`config.mk`:
```
export PLATFORM = sky130hd
export DESIGN_NAME = interval_sequencer
export DESIGN_NICKNAME = d
export VERILOG_FILES = /design/src/rtl/interval_sequencer_pkg.sv /design/src/rtl/interval_sequencer_prescaler.sv /design/src/rtl/interval_sequencer.sv
export SDC_FILE = /design/constraint.sdc
export NUM_CORES = 1
export LEC_CHECK = 0
export ABC_AREA = 0
export CORE_ASPECT_RATIO = 0.9
export CORE_MARGIN = 5
export CORE_UTILIZATION = 52
export DETAILED_ROUTE_END_ITERATION = 8
export HOLD_SLACK_MARGIN = 0.12
export PLACE_DENSITY = 0.74
export SYNTH_ARGS = -nofsm -noshare
export SYNTH_HDL_FRONTEND = slang
export SYNTH_SLANG_ARGS = --single-unit
```
`constraint.sdc`:
```
create_clock -name clk -period 7.4 [get_ports clk]
set_input_delay 1.48 -clock clk [delete_from_list [all_inputs] [get_ports clk]]
set_output_delay 1.48 -clock clk [all_outputs]
set_load 0.02 [all_outputs]
```
`src/rtl/interval_sequencer_pkg.sv`:
```
// Shared phase encodings for the interval sequencer and display drivers.
// Phase codes double as the value driven on the phase output.
package interval_sequencer_pkg;

  localparam logic [1:0] PH_IDLE = 2'd0;
  localparam logic [1:0] PH_WORK = 2'd1;
  localparam logic [1:0] PH_REST = 2'd2;
  localparam logic [1:0] PH_DONE = 2'd3;

  function automatic logic is_running(input logic [1:0] ph);
    return (ph == PH_WORK) || (ph == PH_REST);
  endfunction

endpackage

```
`src/rtl/interval_sequencer_prescaler.sv`:
```
// One-second tick generator for the interval sequencer.
// Counts 0..TICK_DIV-1 while enabled; tick is the wrap cycle.
module tick_prescaler #(
  parameter int TICK_DIV = 40_000_000
) (
  input  logic clk,
  input  logic rst,
  input  logic clear,
  input  logic en,
  output logic tick
);

  localparam int CW = (TICK_DIV > 2) ? $clog2(TICK_DIV) : 1;
  localparam logic [CW-1:0] LAST = CW'(TICK_DIV - 1);

  logic [CW-1:0] cnt;

  assign tick = en && (cnt == LAST);

  always_ff @(posedge clk) begin
    if (rst || clear) begin
      cnt <= '0;
    end else if (en) begin
      cnt <= tick ? '0 : cnt + CW'(1);
    end
  end

endmodule

```
`src/rtl/interval_sequencer.sv`:
```
// Work/rest interval engine: round sequencing, countdown, pause,
// skip, soft clear and buzzer timing.
module interval_sequencer
  import interval_sequencer_pkg::*;
#(
  parameter int TICK_DIV = 40_000_000,
  parameter int TIME_W   = 9,
  parameter int ROUND_W  = 4,
  parameter int BUZZ_CYC = 4_000_000
) (
  input  logic               clk,
  input  logic               rst,
  input  logic [TIME_W-1:0]  cfg_work,
  input  logic [TIME_W-1:0]  cfg_rest,
  input  logic [ROUND_W-1:0] cfg_rounds,
  input  logic               start,
  input  logic               skip,
  input  logic               clr,
  output logic [1:0]         phase,
  output logic [TIME_W-1:0]  remaining,
  output logic [ROUND_W-1:0] round_idx,
  output logic               paused,
  output logic               sec_tick,
  output logic               buzzer
);

  localparam int BUZZ_W = $clog2(3 * BUZZ_CYC + 1);
  localparam logic [BUZZ_W-1:0] BUZZ_SHORT = BUZZ_W'(BUZZ_CYC);
  localparam logic [BUZZ_W-1:0] BUZZ_LONG  = BUZZ_W'(3 * BUZZ_CYC);

  logic [TIME_W-1:0]  work_q;
  logic [TIME_W-1:0]  rest_q;
  logic [ROUND_W-1:0] rounds_q;
  logic [BUZZ_W-1:0]  buzz_cnt;

  logic running;
  logic tick;
  logic start_ok;
  logic phase_end;
  logic last_round;
  logic to_rest;
  logic ps_clear;

  assign running    = is_running(phase);
  assign start_ok   = start && !running &&
                      (cfg_work != '0) && (cfg_rounds != '0);
  assign phase_end  = running &&
                      (skip || (tick && remaining == TIME_W'(1)));
  assign last_round = (phase == PH_WORK) && (round_idx == rounds_q);
  assign to_rest    = (phase == PH_WORK) && !last_round &&
                      (rest_q != '0);
  assign ps_clear   = clr || phase_end || start_ok;

  tick_prescaler #(
    .TICK_DIV(TICK_DIV)
  ) u_prescaler (
    .clk  (clk),
    .rst  (rst),
    .clear(ps_clear),
    .en   (running && !paused),
    .tick (tick)
  );

  always_ff @(posedge clk) begin
    if (rst || clr) begin
      phase     <= PH_IDLE;
      remaining <= '0;
      round_idx <= '0;
      paused    <= 1'b0;
      sec_tick  <= 1'b0;
      buzzer    <= 1'b0;
      buzz_cnt  <= '0;
      work_q    <= '0;
      rest_q    <= '0;
      rounds_q  <= '0;
    end else begin
      sec_tick <= tick;
      if (buzz_cnt != '0) begin
        buzz_cnt <= buzz_cnt - BUZZ_W'(1);
        buzzer   <= (buzz_cnt != BUZZ_W'(1));
      end
      if (!running) begin
        if (phase == PH_IDLE) remaining <= cfg_work;
        if (start_ok) begin
          work_q    <= cfg_work;
          rest_q    <= cfg_rest;
          rounds_q  <= cfg_rounds;
          phase     <= PH_WORK;
          remaining <= cfg_work;
          round_idx <= ROUND_W'(1);
          paused    <= 1'b0;
        end
      end else if (phase_end) begin
        buzzer <= 1'b1;
        // Skip keeps the pause state; only completion drops it.
        unique case (1'b1)
          last_round: begin
            phase     <= PH_DONE;
            remaining <= '0;
            paused    <= 1'b0;
            buzz_cnt  <= BUZZ_LONG;
          end
          to_rest: begin
            phase     <= PH_REST;
            remaining <= rest_q;
            buzz_cnt  <= BUZZ_SHORT;
          end
          default: begin
            phase     <= PH_WORK;
            remaining <= work_q;
            round_idx <= round_idx + ROUND_W'(1);
            buzz_cnt  <= BUZZ_SHORT;
          end
        endcase
      end else if (tick) begin
        remaining <= remaining - TIME_W'(1);
      end else if (start) begin
        paused <= !paused;
      end
    end
  end

endmodule

```
# --- Word-level counts from Yosys, hierarchy flattened ---
# Index checks and enable logic that the tools add are counted.
word_totals:
  reg_bits: 90
  in_bits: 27
  output_inout_bits: 18
  elab_cells: 88
op_classes:
  add_sub_neg: 4
  eq_ne: 12
  mux: 28
  bitwise: 1
  reduce_logical: 32
op_table:
  columns: ["op", "count"]
  rows:
  - ["two-way mux 24 bit", 4]
  - ["two-way mux 9 bit", 5]
  - ["adder 26 x 1 -> 26 bit, second input constant", 1]
  - ["== test 26 bit, second input constant", 1]
  - ["two-way mux 26 bit", 1]
  - ["inequality test 24 x 1 -> 1 bit, second input constant", 1]
  - ["nonzero test 24 bit", 1]
  - ["subtractor 24 x 1 -> 24 bit, second input constant", 1]
  - ["one-hot mux 9 bit (2 select lines)", 1]
  - ["nonzero test 9 bit", 2]
  - ["two-way mux 4 bit", 4]
  - ["logical AND 1 bit", 10]
  - ["== test 9 x 1 -> 1 bit, second input constant", 1]
  - ["two-way mux 1 bit", 9]
  - ["inequality test 3 x 2 -> 1 bit, second input constant", 3]
  - ["subtractor 9 x 1 -> 9 bit, second input constant", 1]
  - ["logical OR 1 bit", 6]
  - ["two-way mux 2 bit", 3]
  - ["AND reduction 2 bit", 3]
  - ["adder 4 x 1 -> 4 bit, second input constant", 1]
  - ["== test 4 bit", 1]
  - ["one-hot mux 2 bit (2 select lines)", 1]
  - ["AND reduction 4 bit", 1]
  - ["nonzero test 4 bit", 1]
  - ["other kinds (12)", 14]

# --- Depth between registers and ports, before layout ---
# Gate-level depths: netlist of the first run.
depth:
  depth_word: 10
  mapped_depth: 10
  mapped_depth_nobuf: 8

# --- Modules after synthesis ---
# A second synthesis of the first run with hierarchy kept.
hier_totals:
  cells_unflattened: 551
  area_unflattened_um2: 4549.4
modules_own_cells:
  columns: ["mod", "instances", "cells_each", "area_each_um2", "seq_area_each_um2"]
  rows:
  - ["interval_sequencer", 1, 403, 3258.1, 1281.2]
  - ["tick_prescaler", 1, 148, 1291.2, 520.5]

# --- Worst setup path after synthesis of the first run ---
# Ideal clock, no wire load.
synth_path:
  kind: "input port to flip-flop"
  start: "in cfg_rounds[0]"
  end: "reg u_prescaler.cnt[10]"
  arrival_time_ps: 3248
  required_time_ps: 7335
  setup_slack_ps: 4086
  cell_stages: 8
  path_buffers: 2
  cell_sequence: "or4_1 > and3_1 > clkbuf_1 > nand2_1 > nand2_1 > a211o_1 > clkbuf_1 > nor2_1"
synth_between:
  elab_chain_len: 4
synth_lines:
  columns: ["element", "line_no", "source"]
  rows:
  - ["start, declared", "interval_sequencer.sv:15", "input logic [ROUND_W-1:0] cfg_rounds,"]
  - ["nonzero test 4 bit", "interval_sequencer.sv:46", "(cfg_work != '0) && (cfg_rounds != '0);"]
  - ["logical AND 1 bit", "interval_sequencer.sv:46", null]
  - ["logical OR 1 bit", "interval_sequencer.sv:52", "assign ps_clear = clr || phase_end || start_ok;"]
  - ["logical OR 1 bit", "interval_sequencer_prescaler.sv:21", "if (rst || clear) begin"]
  - ["end signal, assigned", "interval_sequencer_prescaler.sv:24", "cnt <= tick ? '0 : cnt + CW'(1);"]
  - ["end, declared", "interval_sequencer_prescaler.sv:16", "logic [CW-1:0] cnt;"]
# Every way passes these cells.
# A chain may end at the register's enable or synchronous reset.

# --- Final worst setup path of the first run ---
layout_path:
  start: "in cfg_rounds[0]"
  end: "reg u_prescaler.cnt[19]"
# Same word-level chain as after synthesis.

==> results of run 1 <==
==> flip-flops by register name, summed over array words and instances, names as in the netlist <==
register,cells
rest_q,9
round_idx,4
buzzer,1
remaining,9
sec_tick,1
u_prescaler.cnt,26
work_q,9
rounds_q,4
phase,2
paused,1
buzz_cnt,24
==> cells in the final DEF (no fill, tap or decap), drive strengths merged, types with 5 or more instances in the layout <==
cell type / n
nand2: 62
a31oi: 6
o221ai: 5
xor2: 34
inv: 14
a22oi: 11
ha: 9
a21oi: 46
clkdlybuf4s50: 44
nor3: 19
nor4: 11
nand3: 19
nand4: 17
and2: 5
clkbuf: 11
o211a: 5
xnor2: 18
and3: 5
nor2: 73
nor2b: 5
o21ai: 14
or3: 5
dfxtp: 90
==> path summary, 6_finish.rpt <==
path              slack (ns)  cells past startpoint           from                   to
setup / recovery        3.22                      7  cfg_rounds[0]  u_prescaler.cnt[19]
hold / removal          0.46                      2      work_q[5]            work_q[5]
setup reg to reg        3.30                      8       phase[0]         buzz_cnt[23]
hold reg to reg         0.46                      2      work_q[5]            work_q[5]
==> layout make-up <==
| type | count | share of cell area [%] |
|---|---|---|
| inverters | 14 | 1.005 |
| clock inverters | 5 | 1.005 |
| repair buffers | 46 | 8.710 |
| flip-flops and latches | 90 | 34.46 |
| multi-input cells | 419 | 49.08 |
| clock buffers | 11 | 2.895 |
| well taps | 119 | 2.848 |
==> critical path, stage by stage <==
cell and delay (ns):
clkdlybuf4s50_1 0.42, or4_1 0.54, and3_1 0.32, nand2_1 0.63
nand2_1 0.23, a211o_1 0.58, nor2_1 0.24
==> layer usage <==
metal,share of wire [%],up-vias
met5,0,-
met4,1.3,0
met3,4.9,12
met2,47,110
met1,46,1856
li1,-,1999
==> kinds of logic (layout without fill, tap and decap cells) <==
family,Yosys count,count (layout)
AND/OR/NAND/NOR,247,247
flip-flops,90,90
multiplexers,4,4
buffers and inverters,41,76
adder cells (fa/ha/maj),9,9
XOR/XNOR,52,52
AO/OA/AOI/OAI,107,107
==> power breakdown <==
part | internal [mW] | switching (mW)
logic | 0.355 | 0.497
clock network | 0.173 | 0.171
registers | 0.551 | 0.0679
total | 1.08 | 0.736
==> qor.txt, run 1 <==
SETUP PATH
--------------------------------------------------------------------------------------
Req. time, crit path                                                           7.68 ns
Worst setup SP type                                                         input port
Element type at the critical path end                                             flop
Crit Path Category                                                           in -> reg
Worst-path fanout max                                                               25
Data arrival time of the critical path                                         4.46 ns

SYNTH
--------------------------------------------------------------------------------------
Warning count from the yosys run                                                     0
Most numerous cell in the Yosys netlist                                        dfxtp_1
FF+latch count, synth                                                               90
Adder and majority gate portion of the synthesized area                         2.487%
Proportion of synthesized area in mux cells                                    0.8842%
Main combinational cell family by area after synthesis                    simple AND/OR/NAND/NOR gates
Cell types with the largest area share after synthesis                    dfxtp_1 40%, xor2_1 6.6%, nor2_1 6.1%
Post-synthesis simple-gate area fraction                                        27.38%
Leading register cell type out of synthesis                                    dfxtp_1
Async SR Flop Fraction                                                              0%
Net count after synthesis                                                          586
Synthesized area                                                              4528 um2
Area fraction of the dominant cell type after synthesis                         39.79%
Synth area leader                                                              dfxtp_1
Number of flops mapped to enable cells by yosys                                      0
Number of distinct standard cells referenced by the synthesized netlist             54
Mapped Cells                                                                       550
XOR/XNOR Fraction of Synth Area                                                 10.06%
Sequential-to-total area share from yosys stat                                  39.79%
Synthesized area per cell                                                    8.233 um2
Top cells by count, synth                                                 90 x dfxtp_1, 73 x nor2_1, 62 x nand2_1
Post-synthesis compound-gate area fraction                                      15.86%

LAYOUT
--------------------------------------------------------------------------------------
Ratio of cells with drive above 1 in the final layout                           5.470%
Fillers                                                                            746
Final Non-Filler Cells                                                             704
Area taken by flip-flops and latches                                          1802 um2
Multi-input gate area in the final layout                                     2566 um2
Fin nets                                                                           616
Number of antenna cells inserted                                                     0
Signed area change from the synthesized netlist to the final layout             15.47%
Final cell area excluding filler cells                                        5229 um2
Final core utilization                                                          61.31%

CLOCK NETWORK
--------------------------------------------------------------------------------------
Sinks on Clock Net                                                                  90
Maximum root-to-sink buffer count                                                    2
Number of clock buffers inserted by TritonCTS                                        9
Clock tree from TritonCTS                                                          yes
CTS H-Tree Depth                                                                     3
CTS root buffer                                                               clkbuf_8
Total setup buffers inserted after CTS                                               0
Clock-pin slew on the worst setup and hold paths                               0.09 ns
Insertion delay to the later sink of the worst-skew pair                       0.36 ns
Number of buffers inserted for hold repair after clock tree synthesis                0
Count of cells resized by post-cts repair                                            0

FLOORPLANNING
--------------------------------------------------------------------------------------
Die outline area                                                             10680 um2
# IOs                                                                               45
Floorplan die width                                                           108.4 um
Height of the die                                                             98.53 um
Core footprint                                                                8528 um2
# rows                                                                              32
Initial Utilization                                                             53.10%

STA
--------------------------------------------------------------------------------------
Final setup vio count                                                                0
Layout Skew                                                                 0.01167 ns
Worst path setup slack after routing                                          3.219 ns
Max transition margin                                                           15.93%
Number of max-slew violations in the final report                                    0
Fin Setup TNS                                                                     0 ns
Final Critical Period                                                         4.181 ns
Fraction of the cycle the final worst path needs                                56.50%
Unrepaired setup endpoints after global routing                                     no
Final hold viol count                                                                0
Actual transition at the worst max-transition pin                             1.251 ns
Hold_ws                                                                      0.4608 ns
Maximum achievable frequency                                                0.2392 GHz

PLACEMENT
--------------------------------------------------------------------------------------
Detailed placer's ending HPWL                                                 7.529 mm
Cell count after placement                                                         688
Placer's final routability congestion estimate                                  0.8573
Area after detailed placement                                                 5025 um2
Count of input and output buffers                                                   44
Post-Place Setup Slack                                                        2.845 ns

POWER
--------------------------------------------------------------------------------------
Total power                                                                   1.815 mW
Pwr/cell area                                                             347.1 nW/um2
Leak Pwr                                                                      1.848 nW
VDD IR-drop max                                                              0.1859 mV

GLOBAL ROUTE
--------------------------------------------------------------------------------------
Met1 GRT Util                                                                   26.95%
Largest net degree at the start of global routing                                   34
First-pass GRT wire length                                                    17.77 mm
GR met2 Demand/Resource                                                         33.41%
Initial antenna violation count                                                      0
Vias in the first global route                                                    3808
Met3 global-route usage                                                         3.995%
Global route overflow                                                                0
Global routing's busiest layer                                                    met2
Overall track demand over capacity in global routing                            20.20%

DETAILED ROUTING
--------------------------------------------------------------------------------------
Final routed DRC violation total                                                     0
Pre-antenna DRT Iters                                                                5
Post-Route WL                                                                 10.46 mm
DR vias/cell                                                                     5.649
Wire per inst                                                                 14.86 um
Violation count after the first detailed-route iteration                           214
Number of routed nets with antenna violations                                        0
Detailed-route via count                                                          3977

RUN STATUS
--------------------------------------------------------------------------------------
Outcome                                                                      completed

HOLD PATH
--------------------------------------------------------------------------------------
Tightest Hold Check Type                                                    reg -> reg

FLOW RUN
--------------------------------------------------------------------------------------
Number of max-cap violations                                                         0

No activity file was read; power rests on OpenSTA's default activity.
==> run 2: changes to the inputs <==
Clock period 7.4 ns to 4.4 ns, I/O delays scaled along.
==> run 2 against run 1 <==
Worst setup slack got worse by 2.0 ns. Clock power grew 76%. Sequential power grew 68%. First-iteration DRC count is 9.8% lower. Critical path type is now reg -> reg. Critical endpoint is now buzz_cnt[12]. Die area stayed put. Clock skew is 0.0017 ns higher. Largest power group unchanged. Register-to-register slack worse by 2.1 ns.
==> qor.txt, run 2 (synthesized netlist as in run 1, its figures left out) <==
PLACEMENT
------------------------------------------------------------------------------------
Cell count after placement                                                       694
Count of input and output buffers                                                 44
Detailed placer's ending HPWL                                               7.647 mm
Placer's final routability congestion estimate                                0.8112

GLOBAL ROUTE
------------------------------------------------------------------------------------
Initial antenna violation count                                                    0
Vias in the first global route                                                  3897
Overall track demand over capacity in global routing                          20.83%
First-pass GRT wire length                                                  18.24 mm
Global route overflow                                                              0
Largest net degree at the start of global routing                                 34

STA
------------------------------------------------------------------------------------
Number of max-slew violations in the final report                                  0
Max transition margin                                                         47.15%
Actual transition at the worst max-transition pin                          0.7927 ns
Layout Skew                                                               0.01335 ns
Hold_ws                                                                    0.4613 ns
Maximum achievable frequency                                              0.3097 GHz
Final Critical Period                                                       3.229 ns
Unrepaired setup endpoints after global routing                                   no
Final setup vio count                                                              0
Final hold viol count                                                              0
Fraction of the cycle the final worst path needs                              73.39%
Fin Setup TNS                                                                   0 ns

LAYOUT
------------------------------------------------------------------------------------
Ratio of cells with drive above 1 in the final layout                         6.102%
Final core utilization                                                        61.88%
Final Non-Filler Cells                                                           709
Largest reg by FF count                                                 u_prescaler.cnt
Most common library cell in the layout ignoring fill and taps                dfxtp_1
Number of antenna cells inserted                                                   0
Area taken by flip-flops and latches                                        1802 um2
Signed area change from the synthesized netlist to the final layout           16.55%
Largest register FFs                                                              26
Fillers                                                                          762
Fin nets                                                                         622
Multi-input gate area in the final layout                                   2566 um2
Commonest non-fill, non-tap cells in the layout                         90 x dfxtp_1, 73 x nor2_1, 62 x nand2_1, 46 x a21oi_1, 44 x clkdlybuf4s50_1
Largest registers                                                       u_prescaler.cnt: 26 flops, buzz_cnt: 24 flops

SETUP PATH
------------------------------------------------------------------------------------
Destination of the worst register-to-register timing path               buzz_cnt[12]
Worst reg2reg path depth                                                           7
CP max-delay cell                                                            o31ai_1
Cell-by-cell listing of the critical path                               ha_1 -> nor4b_2 -> nand3_1 -> o31ai_1 -> nand2_1 -> o21ai_0 -> a21oi_1
Reg-to-reg setup timing slack                                                1.17 ns
Data arrival time of the critical path                                       3.45 ns
Max incr delay on CP                                                         0.67 ns
Worst setup SP type                                                             flop
Req. time, crit path                                                         4.62 ns
Critical register-to-register path startpoint                           remaining[0]
First element of the critical path                                      remaining[0]
Worst-path fanout max                                                             15
Element type at the critical path end                                           flop
Crit Path Category                                                        reg -> reg

DETAILED ROUTING
------------------------------------------------------------------------------------
Wire per inst                                                               15.00 um
Final routed DRC violation total                                                   0
Number of routed nets with antenna violations                                      0
Detailed-route via count                                                        4091
DR vias/cell                                                                   5.770
Violation count after the first detailed-route iteration                         193
Pre-antenna DRT Iters                                                              7
Post-Route WL                                                               10.63 mm

FLOORPLANNING
------------------------------------------------------------------------------------
Initial Utilization                                                           53.10%
Die outline area                                                           10680 um2
Core footprint                                                              8528 um2
# rows                                                                            32
Floorplan die width                                                         108.4 um
Height of the die                                                           98.53 um
# IOs                                                                             45

POWER
------------------------------------------------------------------------------------
Leak Pwr                                                                    1.870 nW
Pwr/cell area                                                           588.9 nW/um2
VDD IR-drop max                                                            0.3156 mV
Total power                                                                 3.108 mW

CLOCK NETWORK
------------------------------------------------------------------------------------
Number of buffers inserted for hold repair after clock tree synthesis              0
Sinks on Clock Net                                                                90
Total setup buffers inserted after CTS                                             0
Clock tree from TritonCTS                                                        yes
Insertion delay to the later sink of the worst-skew pair                     0.37 ns
Number of clock buffers inserted by TritonCTS                                      9
CTS H-Tree Depth                                                                   3
Clock-pin slew on the worst setup and hold paths                             0.09 ns
Maximum root-to-sink buffer count                                                  2
CTS root buffer                                                             clkbuf_8
Count of cells resized by post-cts repair                                          0

FLOW RUN
------------------------------------------------------------------------------------
Number of max-cap violations                                                       0

HOLD PATH
------------------------------------------------------------------------------------
End of the worst hold path                                                 work_q[8]
Tightest Hold Check Type                                                  reg -> reg
Cell depth of the worst hold path                                                  2
Hold_sp                                                                    work_q[8]

RUN STATUS
------------------------------------------------------------------------------------
Outcome                                                                    completed

==> run 2: cell count changes in the layout (fill, tap and decap cells not counted) <==
cell        previous run  this run
clkbuf_8              11         9
clkbuf_1               0         1
buf_4                  2         8
bufinv_16              1         2
clkinvlp_4             1         2
clkinv_2               3         1
==> run 2: per-stage QoR <==
| step | worst slack [ns] | area [um2] |
|---|---|---|
| 4_1_cts | 1.127 | 5278 |
| 3_3_place_gp | 0.9772 | 5070 |
| 3_5_place_dp | 0.9086 | 5070 |
| 5_1_grt | 0.8413 | 5278 |
| 2_1_floorplan | 1.686 | 4528 |
| 6_report | 1.171 | 5278 |
==> run 2: worst max-delay path by stage <==
| stage | to | slack (ns) |
|---|---|---|
| 2_1_floorplan | u_prescaler.cnt[10] | 1.69 |
| 3_3_place_gp | remaining[5] | 0.98 |
| 3_5_place_dp | remaining[5] | 0.91 |
| 4_1_cts | buzz_cnt[12] | 1.13 |
| 5_1_grt | buzz_cnt[23] | 0.84 |
| 6_report | buzz_cnt[12] | 1.17 |
==> run 2: where the power goes <==
group / leakage, nW / internal, mW / switching (mW)
registers: 0.731 / 0.927 / 0.114
clock network: 0.0984 / 0.316 / 0.289
logic: 1.04 / 0.631 / 0.831
total: 1.87 / 1.87 / 1.23
==> run 2: per-layer routing <==
metal,wire (um),global-route usage (%)
met4,125,4.951
met5,0,0
met2,5028,34.08
met3,604,5.370
met1,4873,27.61
==> run 2: cell type report <==
class | instances | share of cell area [%]
clock buffers | 10 | 2.418
multi-input cells | 419 | 48.62
inverters | 14 | 0.9957
well taps | 119 | 2.821
flip-flops and latches | 90 | 34.14
clock inverters | 5 | 1.517
repair buffers | 52 | 9.483
==> run 2: critical path, delay by kind of cell (launching register included) <==
kind            cells  cell delay [ns]
fa+ha+maj           1             0.22
compound gates      3             1.35
simple gates        3             1.06
flops               1             0.46
